**src/rtl/seg7_pkg.sv**
```systemverilog
// Shared types and constants for the 7-segment message sequencer:
// glyph codes (gfedcba), the 42-entry glyph ROM and the sequencer state enum.
package seg7_pkg;

  localparam int unsigned NUM_GLYPHS = 42;

  // Hex digits
  localparam logic [6:0] ZERO  = 7'h3F;
  localparam logic [6:0] ONE   = 7'h06;
  localparam logic [6:0] TWO   = 7'h5B;
  localparam logic [6:0] THREE = 7'h4F;
  localparam logic [6:0] FOUR  = 7'h66;
  localparam logic [6:0] FIVE  = 7'h6D;
  localparam logic [6:0] SIX   = 7'h7D;
  localparam logic [6:0] SEVEN = 7'h07;
  localparam logic [6:0] EIGHT = 7'h7F;
  localparam logic [6:0] NINE  = 7'h6F;
  localparam logic [6:0] A     = 7'h77;
  localparam logic [6:0] B_L   = 7'h7C;
  localparam logic [6:0] C_U   = 7'h39;
  localparam logic [6:0] D_L   = 7'h5E;
  localparam logic [6:0] E     = 7'h79;
  localparam logic [6:0] F     = 7'h71;

  // Letters and symbols
  localparam logic [6:0] C_L   = 7'h58;
  localparam logic [6:0] G_L   = 7'h6F;
  localparam logic [6:0] H_U   = 7'h76;
  localparam logic [6:0] H_L   = 7'h74;
  localparam logic [6:0] I_L   = 7'h04;
  localparam logic [6:0] I_U   = 7'h30;
  localparam logic [6:0] J     = 7'h1E;
  localparam logic [6:0] L     = 7'h38;
  localparam logic [6:0] N_L   = 7'h54;
  localparam logic [6:0] O_U   = 7'h3F;
  localparam logic [6:0] O_L   = 7'h5C;
  localparam logic [6:0] P     = 7'h73;
  localparam logic [6:0] Q_L   = 7'h67;
  localparam logic [6:0] R_L   = 7'h50;
  localparam logic [6:0] S     = 7'h6D;
  localparam logic [6:0] T_L   = 7'h78;
  localparam logic [6:0] U     = 7'h3E;
  localparam logic [6:0] V_L   = 7'h1C;
  localparam logic [6:0] Y_L   = 7'h6E;
  localparam logic [6:0] GRAU  = 7'h63;

  localparam logic [6:0] GLYPH_ROM [NUM_GLYPHS] = '{
    ZERO, ONE, TWO, THREE, FOUR, FIVE, SIX, SEVEN,
    EIGHT, NINE, A, B_L, C_U, D_L, E, F,
    A, B_L, C_U, C_L, D_L, E, F, G_L,
    H_U, H_L, I_L, I_U, J, L, N_L, O_U,
    O_L, P, Q_L, R_L, S, T_L, U, V_L,
    Y_L, GRAU
  };

  localparam logic [5:0] BLANK_CHAR = 6'h3F;

  typedef enum logic [1:0] {IDLE, RUN, HOLD} seq_state_t;

endpackage

```
**src/rtl/seg7_glyph.sv**
```systemverilog
// Combinational glyph index -> 7-segment pattern lookup; unknown indices are blank.
module seg7_glyph
  import seg7_pkg::*;
#(
  parameter int unsigned NBITS_CHAR = 6
) (
  input  logic [NBITS_CHAR-1:0] glyph,
  output logic [6:0]            pattern_c
);

  always_comb begin
    pattern_c = '0;
    if (32'(glyph) < NUM_GLYPHS) pattern_c = GLYPH_ROM[glyph];
  end

endmodule

```
**src/rtl/seg7_msg_sequencer.sv**
```systemverilog
// Plays a stored glyph message on the 7-segment display with run/hold/step control.
// Optional SEG7_DP_MARK_EN lights the decimal point on the last character.
module seg7_msg_sequencer
  import seg7_pkg::*;
#(
  parameter int unsigned NBITS_TOP      = 8,
  parameter int unsigned NBITS_CHAR     = 6,
  parameter int unsigned DEPTH          = 16,
  parameter int unsigned TICKS_PER_CHAR = 4
) (
  input  logic                       clk_2,
  input  logic                       reset,
  input  logic                       start,
  input  logic                       pause,
  input  logic                       step,
  input  logic [$clog2(DEPTH):0]     msg_len,
  input  logic                       wr_en,
  input  logic [$clog2(DEPTH)-1:0]   wr_addr,
  input  logic [NBITS_CHAR-1:0]      wr_char,
  output logic [NBITS_TOP-1:0]       SEG,
  output logic                       busy,
  output logic [$clog2(DEPTH)-1:0]   idx,
  output logic                       done
);

  localparam int unsigned AW = $clog2(DEPTH);
  localparam int unsigned LW = AW + 1;
  localparam int unsigned TW = $clog2(TICKS_PER_CHAR + 1);

  logic [NBITS_CHAR-1:0] buffer [DEPTH];

  seq_state_t           state, state_nxt;
  logic [AW-1:0]        idx_nxt, adv_idx_c;
  logic [TW-1:0]        tick, tick_nxt;
  logic [LW-1:0]        len, len_nxt, start_len_c;
  logic                 done_nxt, busy_nxt, last_c, start_ok_c;
  logic [NBITS_TOP-1:0] seg_nxt;
  logic [6:0]           glyph_c;

  // Message buffer, writable in every state
  always_ff @(posedge clk_2 or posedge reset) begin
    if (reset) begin
      for (int i = 0; i < int'(DEPTH); i++) buffer[i] <= NBITS_CHAR'(BLANK_CHAR);
    end else if (wr_en) begin
      buffer[wr_addr] <= wr_char;
    end
  end

  seg7_glyph #(.NBITS_CHAR(NBITS_CHAR)) u_glyph (
    .glyph     (buffer[idx]),
    .pattern_c (glyph_c)
  );

  assign last_c      = ({1'b0, idx} == len - LW'(1));
  assign adv_idx_c   = last_c ? '0 : idx + AW'(1);
  assign start_ok_c  = start && (msg_len != '0);
  assign start_len_c = (msg_len > LW'(DEPTH)) ? LW'(DEPTH) : msg_len;

  always_ff @(posedge clk_2 or posedge reset) begin
    if (reset) begin
      state <= IDLE;
      idx   <= '0;
      tick  <= '0;
      len   <= '0;
      done  <= 1'b0;
      busy  <= 1'b0;
      SEG   <= '0;
    end else begin
      state <= state_nxt;
      idx   <= idx_nxt;
      tick  <= tick_nxt;
      len   <= len_nxt;
      done  <= done_nxt;
      busy  <= busy_nxt;
      SEG   <= seg_nxt;
    end
  end

  // Next state; priority start > pause > step > tick
  always_comb begin
    state_nxt = state;
    idx_nxt   = idx;
    tick_nxt  = tick;
    len_nxt   = len;
    done_nxt  = 1'b0;

    if (start_ok_c) begin
      state_nxt = RUN;
      idx_nxt   = '0;
      tick_nxt  = '0;
      len_nxt   = start_len_c;
    end else begin
      case (state)
        IDLE: ;
        RUN: begin
          if (pause) begin
            state_nxt = HOLD;
          end else if (tick == TW'(TICKS_PER_CHAR - 1)) begin
            tick_nxt = '0;
            idx_nxt  = adv_idx_c;
            done_nxt = last_c;
          end else begin
            tick_nxt = tick + TW'(1);
          end
        end
        HOLD: begin
          if (!pause) begin
            state_nxt = RUN;
          end else if (step) begin
            tick_nxt = '0;
            idx_nxt  = adv_idx_c;
            done_nxt = last_c;
          end
        end
        default: state_nxt = IDLE;
      endcase
    end

    busy_nxt = (state_nxt != IDLE);

    // SEG follows buffer[idx] one cycle late and is dark while idle
    seg_nxt = '0;
    if (state != IDLE) begin
      seg_nxt[6:0] = glyph_c;
`ifdef SEG7_DP_MARK_EN
      seg_nxt[NBITS_TOP-1] = last_c;
`else
      seg_nxt[NBITS_TOP-1] = 1'b0;
`endif
    end
  end

endmodule
```
**config.mk**
```make
export PLATFORM = sky130hd
export DESIGN_NAME = seg7_msg_sequencer
export DESIGN_NICKNAME = d
export VERILOG_FILES = /design/src/rtl/seg7_pkg.sv /design/src/rtl/seg7_glyph.sv /design/src/rtl/seg7_msg_sequencer.sv
export SDC_FILE = /design/constraint.sdc
export NUM_CORES = 1
export LEC_CHECK = 0
export CAP_MARGIN = 20
export CORE_ASPECT_RATIO = 0.6
export CORE_UTILIZATION = 40
export CTS_BUF_LIST = sky130_fd_sc_hd__clkbuf_2 sky130_fd_sc_hd__clkbuf_4 sky130_fd_sc_hd__clkbuf_8
export DETAILED_ROUTE_END_ITERATION = 10
export HOLD_SLACK_MARGIN = 0.08
export PLACE_DENSITY_LB_ADDON = 0.08
export SYNTH_ARGS = -nofsm -noshare
export SYNTH_HDL_FRONTEND = slang
export SYNTH_SLANG_ARGS = --single-unit
export TNS_END_PERCENT = 20
```
**constraint.sdc**
```tcl
create_clock -name clk_2 -period 10 [get_ports clk_2]
set_input_delay 2 -clock clk_2 [delete_from_list [all_inputs] [get_ports clk_2]]
set_output_delay 2 -clock clk_2 [all_outputs]
set_load 0.01 [all_outputs]
```
==> impl_metrics.xml <==
<?xml version="1.0" encoding="UTF-8"?>
<metrics>
  <group name="layout">
    <metric name="non_filler_cells_final" unit="">735</metric>
    <metric name="final_net_count" unit="">554</metric>
    <metric name="drive_gt1_frac" unit="">0.4962</metric>
    <metric name="area_growth" unit="%">15.12</metric>
    <metric name="final_util" unit="">0.4758</metric>
    <metric name="antennaDiodeCount" unit="">0</metric>
  </group>
  <group name="logic_synthesis">
    <metric name="post-synth-top-area-cell" unit="">sky130_fd_sc_hd__dfstp_2</metric>
    <metric name="yosys.cell_count.top_type" unit="">sky130_fd_sc_hd__mux2_2</metric>
    <metric name="synth_edf_count" unit="">0</metric>
    <metric name="synth_cells" unit="">492</metric>
    <metric name="synthesis.area_per_instance" unit="sq um">12.99</metric>
    <metric name="synth.top_cells.by_area" unit="">sky130_fd_sc_hd__dfstp_2 (39%), sky130_fd_sc_hd__mux2_2 (17%), sky130_fd_sc_hd__dfrtp_1 (9.0%), sky130_fd_sc_hd__mux4_2 (7.8%), sky130_fd_sc_hd__ha_1 (2.7%)</metric>
    <metric name="postSynthNetCount" unit="">527</metric>
    <metric name="yosys_warnings" unit="">0</metric>
    <metric name="synthArstFlopShare" unit="">1.000</metric>
    <metric name="synth_top_area_frac" unit="">0.3948</metric>
    <metric name="register_bit_total_from_synthesis" unit="">119</metric>
    <metric name="synth_sequential_area_ratio" unit="">0.4848</metric>
    <metric name="synth_flop_cell" unit="">sky130_fd_sc_hd__dfstp_2</metric>
    <metric name="synth.distinct_cells" unit="">69</metric>
    <metric name="syn-cell-area" unit="sq um">6390</metric>
    <metric name="synth_commonest_cells" unit="">sky130_fd_sc_hd__mux2_2 (98), sky130_fd_sc_hd__dfstp_2 (96), sky130_fd_sc_hd__dfrtp_1 (23)</metric>
  </group>
  <group name="floorplanning">
    <metric name="io-pin-count" unit="">35</metric>
    <metric name="dieWidth" unit="um">165.2</metric>
    <metric name="dieArea" unit="sq um">16500</metric>
    <metric name="core_area" unit="sq um">15460</metric>
    <metric name="initial_core_util" unit="">0.4134</metric>
    <metric name="placement_rows" unit="">35</metric>
    <metric name="fp.dieH" unit="um">99.90</metric>
  </group>
  <group name="global_route">
    <metric name="grt_start_max_net_pins" unit="">66</metric>
    <metric name="globalRoute.totalOverflow" unit="">0</metric>
    <metric name="grt_total_usage" unit="">0.1990</metric>
    <metric name="grt_antenna_before_repair" unit="">0</metric>
    <metric name="grt_first_pass_wirelength" unit="um">24070</metric>
    <metric name="grt_pass1_vias" unit="">4166</metric>
  </group>
  <group name="detailed_routing">
    <metric name="finalWirelength" unit="um">14820</metric>
    <metric name="detailroute.via_count" unit="">4163</metric>
    <metric name="detail_route.drc_violations" unit="">0</metric>
    <metric name="detail-route-antenna-nets" unit="">0</metric>
    <metric name="detailed_routing_iteration_count_for_the_pre_antenna_repair_pass" unit="">5</metric>
    <metric name="routedWlPerCell" unit="um">20.16</metric>
    <metric name="via_per_inst" unit="">5.664</metric>
    <metric name="drt_iter0_markers" unit="">274</metric>
  </group>
  <group name="clock_network">
    <metric name="clock_tree.htree_level_count" unit="">4</metric>
    <metric name="ctsRootBufferMaster" unit="">sky130_fd_sc_hd__clkbuf_8</metric>
    <metric name="cts_resized" unit="">0</metric>
    <metric name="inserted_clock_buffers" unit="">17</metric>
    <metric name="clock_insertion_delay_worst_skew" unit="ns">0.42</metric>
    <metric name="cts_tree" unit="">done</metric>
    <metric name="ctsHoldBuffers" unit="">0</metric>
    <metric name="clk_path_buf_depth" unit="">2</metric>
    <metric name="cts_setup_buffers" unit="">0</metric>
    <metric name="cts.clk_slew.worst_paths" unit="ns">0.07</metric>
    <metric name="tritoncts_num_sinks" unit="">119</metric>
  </group>
  <group name="timing">
    <metric name="setup_violations" unit="">0</metric>
    <metric name="finalCritPeriodShare" unit="">0.4093</metric>
    <metric name="rsz0062_at_grt" unit="">false</metric>
    <metric name="timing_worst_slew_pin_value" unit="ns">0.8702</metric>
    <metric name="slew_viol_final" unit="">0</metric>
    <metric name="maxClockFrequency" unit="GHz">0.2443</metric>
    <metric name="timing.final.crit_period" unit="ns">4.093</metric>
    <metric name="hold_viol" unit="">0</metric>
    <metric name="final_ws_setup" unit="ns">5.907</metric>
    <metric name="setup_total_negative_slack" unit="ns">0</metric>
    <metric name="timing.clock.skew" unit="ns">0.007921</metric>
    <metric name="worst_slew_margin_rel" unit="">0.4177</metric>
  </group>
  <group name="placement">
    <metric name="dp_hpwl" unit="um">10390</metric>
    <metric name="setup_slack_at_placement" unit="ns">5.745</metric>
    <metric name="place.gp.congestion" unit="">0.8712</metric>
    <metric name="numPortBuffers" unit="">33</metric>
    <metric name="dp_cells" unit="">702</metric>
  </group>
  <group name="setup_path">
    <metric name="required" unit="ns">8.00</metric>
    <metric name="crit_arrival" unit="ns">2.09</metric>
    <metric name="crit_path_max_fanout" unit="">16</metric>
    <metric name="regToRegStartpoint" unit="">idx[0]$_DFFE_PP0P_</metric>
    <metric name="worst_r2r_endpoint" unit="">SEG[5]$_DFF_PP0_</metric>
    <metric name="ff2ff_path_depth" unit="">10</metric>
    <metric name="criticalPathCategory" unit="">reg2out</metric>
    <metric name="largest_stage_delay_on_the_critical_path" unit="ns">0.68</metric>
    <metric name="setup.worst_path.start_class" unit="">flop</metric>
    <metric name="cp_cell_sequence" unit="">buf_4 &gt; clkdlybuf4s50_1</metric>
    <metric name="critPathSlowestCell" unit="">sky130_fd_sc_hd__dfrtp_1</metric>
    <metric name="endpoint_kind" unit="">output pin</metric>
    <metric name="worst_case_register_to_register_setup_slack" unit="ns">5.91</metric>
  </group>
  <group name="power_and_ir_drop">
    <metric name="p_total" unit="uW">2346</metric>
    <metric name="pwr_density_cell" unit="nW/um^2">318.9</metric>
    <metric name="power.leakage" unit="uW">0.002828</metric>
    <metric name="vdd_ir_drop_max" unit="V">0.0001200</metric>
  </group>
  <group name="worst_hold_path">
    <metric name="hold_path.startpoint" unit="">tick[1]$_DFFE_PP0P_</metric>
    <metric name="hold-path-endpoint" unit="">tick[1]$_DFFE_PP0P_</metric>
    <metric name="whs_path_depth" unit="">1</metric>
    <metric name="min_path_type" unit="">reg2reg</metric>
  </group>
  <group name="job">
    <metric name="drv.max_cap_violation_count" unit="">0</metric>
  </group>
  <group name="status">
    <metric name="run_status" unit="">complete, no violations</metric>
  </group>
</metrics>
## cell usage in the layout, fill, tap and decap left out, types with 11 or more instances in the layout
master / n
sky130_fd_sc_hd__mux2_2: 98
sky130_fd_sc_hd__dfstp_2: 96
sky130_fd_sc_hd__clkdlybuf4s50_1: 33
sky130_fd_sc_hd__dfrtp_1: 23
sky130_fd_sc_hd__mux4_2: 22
sky130_fd_sc_hd__clkbuf_8: 20
sky130_fd_sc_hd__o21ai_0: 19
sky130_fd_sc_hd__nor2_1: 19
sky130_fd_sc_hd__nand2_1: 15
sky130_fd_sc_hd__a21oi_1: 14
sky130_fd_sc_hd__inv_1: 14
sky130_fd_sc_hd__ha_1: 14
sky130_fd_sc_hd__nand3_1: 11
## cell type report
| class | count | area [sq um] |
|---|---|---|
| Clock buffer | 21 | 282.8 |
| Tap cell | 203 | 254.0 |
| Inverter | 18 | 70.07 |
| Multi-Input combinational cell | 326 | 3072 |
| Timing Repair Buffer | 37 | 360.3 |
| Sequential cell | 119 | 3098 |
| Clock inverter | 11 | 219.0 |
| Fill cell | 1391 | 8103 |
## through the flow
step	hold slack (ns)	cell area, sq um
finish	0.5227	7356
global route	0.5668	7356
CTS	0.5288	7348
detailed placement	0.5107	6847
global placement	0.4987	6847
floorplan	0.4774	6390
## report_power, final
group	switching [uW]	internal [uW]	leakage, uW	total [uW]
Clock	198	346	0.000250	543
Sequential	83.8	668	0.00130	752
Combinational	579	471	0.00128	1050
Total	861	1480	0.00283	2350
## cell families (layout without fill, tap and decap cells)
family                   after synthesis  after routing  synth area share
XOR/XNOR                               7              7          0.009595
flip-flops                           119            119            0.4848
other                                  1              1         0.0005869
adder cells (fa/ha/maj)               15             15           0.02898
multiplexers                         130            130            0.2735
buffers and inverters                 47             87           0.03446
AND/OR/NAND/NOR                       89             89           0.07637
AO/OA/AOI/OAI                         84             84           0.09164
## critical path, delay by kind of cell, from the launching register on
| kind | cells | cell delay, ns |
|---|---|---|
| buf+inv | 2 | 0.98 |
| flops | 1 | 0.68 |
## registers in the layout (all words and copies together) (netlist names)
register / flops
tick: 3
buffer: 96
idx: 4
done: 1
len: 5
state: 2
SEG: 7
busy: 1
## per-layer routing
layer  wire [um]  vias up  track usage  share of wire
met5           0        -            0              0
met1        7913     2158       0.3084           0.53
met2        6234       82       0.2729           0.42
li1            -     1908            -              -
met4         129        0      0.05787         0.0087
met3         538       15      0.04628          0.036
## worst max-delay path by stage
stage | from | end
after floorplan | reset | SEG[0]$_DFF_PP0_
after global placement | msg_len[1] | idx[3]$_DFFE_PP0P_
after detailed placement | msg_len[1] | idx[0]$_DFFE_PP0P_
after CTS | idx[1]$_DFFE_PP0P_ | idx[1]
after global routing | idx[0]$_DFFE_PP0P_ | SEG[5]$_DFF_PP0_
final | idx[1]$_DFFE_PP0P_ | idx[1]
No activity file was read; power rests on OpenSTA's default activity.
